<file path="config.mk">
export PLATFORM = sky130hd
export DESIGN_NAME = serial_add_ctrl
export DESIGN_NICKNAME = d
export VERILOG_FILES = /design/src/rtl/serial_add_ctrl.sv
export SDC_FILE = /design/constraint.sdc
export NUM_CORES = 1
export LEC_CHECK = 0
export ABC_AREA = 1
export BUFFER_PORTS_ARGS = -buffer_cell sky130_fd_sc_hd__buf_2
export CORE_ASPECT_RATIO = 0.8
export CORE_MARGIN = 8
export CORE_UTILIZATION = 40
export DETAILED_ROUTE_END_ITERATION = 7
export GPL_ROUTABILITY_DRIVEN = 0
export REMOVE_ABC_BUFFERS = 1
export SLEW_MARGIN = 15
export SYNTH_ARGS = -nofsm -noshare
export SYNTH_HDL_FRONTEND = slang
export SYNTH_SLANG_ARGS = --single-unit
</file>
<file path="constraint.sdc">
create_clock -name clk -period 1.48 [get_ports clk]
set_input_delay 0.148 -clock clk [delete_from_list [all_inputs] [get_ports clk]]
set_output_delay 0.148 -clock clk [all_outputs]
set_load 0.02 [all_outputs]
</file>
<file path="src/rtl/serial_add_ctrl.sv">
// serial_add_ctrl: bit-serial adder sequencer. One external full adder is reused
// for all operand bits, LSB first, one bit per clock. Start is edge-triggered and
// the result is held on sum/cout until the next add completes.
module serial_add_ctrl #(
  parameter int WIDTH = 4
) (
  input  logic             clk,
  input  logic             rst,
  input  logic             start,
  input  logic [WIDTH-1:0] a,
  input  logic [WIDTH-1:0] b,
  output logic             fa_a,
  output logic             fa_b,
  output logic             fa_cin,
  input  logic             fa_sum,
  input  logic             fa_cout,
  output logic [WIDTH-1:0] sum,
  output logic             cout,
  output logic             busy,
  output logic             done
);

  localparam int IDX_W = (WIDTH > 1) ? $clog2(WIDTH) : 1;
  localparam logic [IDX_W-1:0] LAST_IDX = IDX_W'(WIDTH - 1);

  typedef enum logic [1:0] {
    S_IDLE = 2'd0,
    S_RUN  = 2'd1,
    S_DONE = 2'd2
  } state_t;

  state_t           state;
  state_t           state_nxt;
  logic             start_q;
  logic             launch;
  logic             last_bit;
  logic [WIDTH-1:0] a_sh;
  logic [WIDTH-1:0] b_sh;
  logic [WIDTH-1:0] acc;
  logic [WIDTH-1:0] acc_nxt;
  logic             carry;
  logic [IDX_W-1:0] idx;

  // A button already held when reset releases must not launch, hence start_q
  // resets high and a launch needs a genuine low-to-high transition in IDLE.
  assign launch   = start & ~start_q & (state == S_IDLE);
  assign last_bit = (idx == LAST_IDX);

  // Result bits enter at the MSB and walk down, so after WIDTH shifts bit 0 of
  // the operands has landed in bit 0 of the accumulator.
  always_comb begin
    acc_nxt = acc >> 1;
    acc_nxt[WIDTH-1] = fa_sum;
  end

  // State register.
  always_ff @(posedge clk) begin
    if (rst) begin
      state <= S_IDLE;
    end else begin
      state <= state_nxt;
    end
  end

  // Next-state logic: DONE lasts exactly one cycle.
  always_comb begin
    state_nxt = state;
    case (state)
      S_IDLE:  if (launch) state_nxt = S_RUN;
      S_RUN:   if (last_bit) state_nxt = S_DONE;
      S_DONE:  state_nxt = S_IDLE;
      default: state_nxt = S_IDLE;
    endcase
  end

  // Outputs: the full adder inputs are gated to zero whenever no add is running.
  always_comb begin
    fa_a   = 1'b0;
    fa_b   = 1'b0;
    fa_cin = 1'b0;
    busy   = 1'b0;
    done   = 1'b0;
    case (state)
      S_RUN: begin
        fa_a   = a_sh[0];
        fa_b   = b_sh[0];
        fa_cin = carry;
        busy   = 1'b1;
      end
      S_DONE:  done = 1'b1;
      default: ;
    endcase
  end

  // Operand shifting, carry chaining and result capture. sum/cout only move on
  // the final bit so the LEDs never show a partially built result.
  always_ff @(posedge clk) begin
    if (rst) begin
      start_q <= 1'b1;
      a_sh    <= '0;
      b_sh    <= '0;
      acc     <= '0;
      carry   <= 1'b0;
      idx     <= '0;
      sum     <= '0;
      cout    <= 1'b0;
    end else begin
      start_q <= start;
      if (launch) begin
        a_sh  <= a;
        b_sh  <= b;
        acc   <= '0;
        carry <= 1'b0;
        idx   <= '0;
      end else if (state == S_RUN) begin
        acc   <= acc_nxt;
        carry <= fa_cout;
        a_sh  <= a_sh >> 1;
        b_sh  <= b_sh >> 1;
        idx   <= idx + IDX_W'(1);
        if (last_bit) begin
          sum  <= acc_nxt;
          cout <= fa_cout;
        end
      end
    end
  end

endmodule

</file>
# Word-level counts from Yosys, hierarchy flattened
# Cells that the tools add are included.
[op_classes]
eq_ne = 5
n_reduce_logical = 5
n_bitwise = 4
mux = 12
add_sub_neg = 1
[op_table]
columns = ["cell", "n"]
rows = [
  ["$mux 4", 4],
  ["$mux 1", 5],
  ["$eq 2x2->1 const B", 2],
  ["$mux 2", 2],
  ["$ne 2x2->1 const B", 2],
  ["$pmux 2 s2", 1],
  ["$reduce_and 3->1", 1],
  ["$add 2x1->2 const B", 1],
  ["$and 1x1->1", 2],
  ["$eq 2x1->1 const B", 1],
  ["$logic_not 2->1", 1],
  ["$not 1->1", 2],
  ["$reduce_and 2->1", 1],
  ["$reduce_bool 2->1", 1],
  ["$reduce_or 2->1", 1],
]
[totals]
output_inout_bits = 10
wordCells = 36
regBits = 23
in_bits = 13

# Depth between registers and ports, before layout
[depth]
ltp_word = 5
depth_mapped = 7
ltp_nobuf = 6

# Least setup slack after synthesis
# Ideal clock, no wire load.
[synth_timing]
path_type = "reg-to-output"
from = "reg state[0]"
to = "out fa_a"
path_slack_ps = 198
arrival_time_ps = 1134
path_stages_with_launch = 6
path_cell_list = "dfxtp_1 > inv_2 > nor2_4 > inv_2 > buf_4 > nor2_1"
[synth_via]
elab_chain_len = 2
[synth_lines]
columns = ["item", "line_no", "rtl"]
rows = [
  ["start: declaration", "32", "state_t state;"],
  ["start signal: assignment", "61", "state <= state_nxt;"],
  ["$eq 2x1->1", "83", "case (state)"],
  ["$mux 1", "83", ""],
  ["end: declaration", "12", "output logic fa_a,"],
]
# No other way between the ends.

# Final worst setup path
[layout_timing]
from = "reg state[0]"
to = "out fa_cin"
[layout_via]
elab_chain_len = 2
[layout_lines]
columns = ["item", "line_no", "rtl"]
rows = [
  ["$eq 2x1->1", "83", ""],
  ["$mux 1", "83", ""],
  ["end: declaration", "14", "output logic fa_cin,"],
]
# No other way between the ends.

==> impl_results.md <==
- Pin count of the biggest net entering global routing: 18
- Sink Count: 22
- Distinct cells, synth: 19
- Fin. Hold Viols: 0
- RSZ-0062 raised after global routing: no
- Max Fclk: about 0.74 GHz
- CTS root buf: clkbuf_4
- H-tree Lvls: 1
- Vias/cell: approximately 4.8
- Finished Core Util: 0.4989
- Status: finished, final reports clean
- Vias in the first global route: approximately 850
- Final WL: 2118 um
- Final HPWL DP: between 1500 and 2000 um
- Final Slew Violations: 0
- Layout cell share with drive strength beyond 1: 0.2848
- Routed WL per cell: ~12 um
- Site Rows: 16
- I/O pin count: 23
- Slew @ Worst Pin: 0.2615 ns
- Max FO, Critical Path: 17
- CTS tree: done
- Initial antenna violation count: 0
- CP cell instances: inv_2, nor2_4, inv_4, nor2_1, buf_2
- Post-DP Area: ~0.0011 mm2
- Overall Power: 0.001199 W
- Pre-Repair DR Iteration Count: 4
- CP max stage delay: ~0.38 ns
- Post-route cell area: around 0.0012 mm2
- Routed Antenna Nets: 0
- Core Area: 0.002362 mm2
- Worst VDD drop: roughly 0.64 mV
- Leakage: about 0.54 nW
- Post-Syn Area: ~970 um2
- Post-Route Setup TNS: 0 ns
- Die height: approximately 60 um
- Area Overhead vs Synth: 22.02%
- Most frequent cells in the layout: nand2_1, dfxtp_1, buf_2, nand3_1, a21oi_1
- Max Clock Skew: around 0.0037 ns
- Clk buf depth: 2
- Post-synth top area share: 0.4560
- Seq cells post-synth: 22
- Nets: approximately 170
- Number of standard cells after synthesis: 124
- Period utilization: 0.9132
- Cell taking the most area after synthesis: dfxtp_1
- CTS Buf Count: 3
- Max-slew headroom: 0.8255
- Clock slew at reported path FFs: 0.13 ns
- Yosys warns: 0
- Iter 0 DRT Violations: 36
- # setup viols final: 0
- Initial Utilization: 0.4089
- CP Capture Type: primary output
- Avg Cell Area, Syn: between 7 and 8 um2
- Critical Path AT: 1.20 ns
- Power per cell area: between 1000 and 1500 mW/mm2
- First-pass GRT wire length: around 3700 um
- Total Die Area: 0.004253 mm2
- Gr ovfl total: 0
- Residual DRC: 0
- Chip width: a little over 70 um
- Max-cap violations: 0
- Overall routing resource usage: 0.1099
- CP max-delay cell: dfxtp_4
- Largest cells by area after synthesis: dfxtp_1, nand2_1, nand3_1
- Hold Path Class: input port to flop
- Routed vias: about 850
- Buffers added on ports: 22
- # fillers: between 200 and 300
- Hold WS: between 0.02 and 0.03 ns
- Clk_lat worst skew: 0.32 ns
- Setup CP Type: flop to primary output
- Ant. Diodes: 0
- Sequential element share of the synthesized area: 0.4560
- Most common cell after layout, fill and taps aside: nand2_1
- Minimum clock period after layout: 1.352 ns
- Startpoint types: flop
- Worst EP required: between 1 and 1.5 ns
-- logic make-up after synthesis --
logic type                 Yosys count  share of synthesized area
and+or+nand+nor                     70                     0.3562
AOI/OAI and AO/OA                   15                    0.08809
xor gates and xnor gates             1                   0.009069
DFF                                 22                     0.4560
buffers and inverters               15                    0.07772
adders and majority gates            1                    0.01295
-- final cells by class --
type	count	area, um2	share of cell area
Inverter	11	43.79	0.03716
Timing Repair Buffer	27	152.6	0.1295
Sequential cell	22	445.4	0.3779
Clock inverter	1	30.03	0.02548
Tap cell	27	33.78	0.02866
Clock buffer	3	22.52	0.01911
Multi-Input combinational cell	87	450.4	0.3822
-- cells in the mapped netlist --
cell,n
nor2_4,2
xnor2_1,1
dfxtp_1,22
a21oi_1,12
nor2_1,6
o21a_1,1
buf_6,2
inv_1,9
nand2_1,36
buf_4,1
nor2_8,1
nand2_4,1
clkbuf_1,1
nand2_2,2
ha_1,1
nand3_1,18
inv_2,2
a21oi_2,2
nand3b_1,4
-- worst paths after layout --
kind	startpoint	endpoint	slack, ns	cells after the start
max	state[0]$_SDFFE_PP0P_	fa_cin	0.13	5
min	fa_sum	sum[3]$_SDFFE_PP0P_	0.03	3
max reg2reg	state[0]$_SDFFE_PP0P_	idx[0]$_SDFFE_PP0N_	0.32	5
min reg2reg	sum[0]$_SDFFE_PP0P_	sum[0]$_SDFFE_PP0P_	0.48	2
-- metrics by stage --
stage	instances	setup WS (ns)
after CTS	177	0.01918
after global routing	178	0.01208
after global placement	173	0.3609
final	178	0.1285
after floorplan	120	0.03568
after detailed placement	173	0.3349
-- state kept, by name, indices dropped and copies added, names as in the netlist --
name     cells
sum          4
b_sh         4
state        2
cout         1
a_sh         4
idx          2
carry        1
start_q      1
acc          3
-- power breakdown --
part,switching [W],internal [W]
Sequential,0.0000117,0.000608
Clock,0.000191,0.000274
Combinational,0.0000669,0.0000470
Total,0.000269,0.000929
-- critical path: cells and delay by family (launching register included) --
family,cells,cell delay [ns]
DFF,1,0.38
buffers and inverters,3,0.30
and+or+nand+nor,2,0.20
-- timing repair --
action,4_1_cts,5_1_grt
hold endpoints to repair,0,0
resized for setup,1,6
setup endpoints to repair,3,3
hold buffers,0,0
buffers inserted,0,1
-- layer usage --
layer,up-vias,wire length [um],GRT usage
li1,451,-,-
met1,382,909,0.1132
met2,14,1067,0.1976
met3,4,115,0.04858
met4,0,25,0.03540
met5,-,0,0
(Power assumes the default switching activity.)
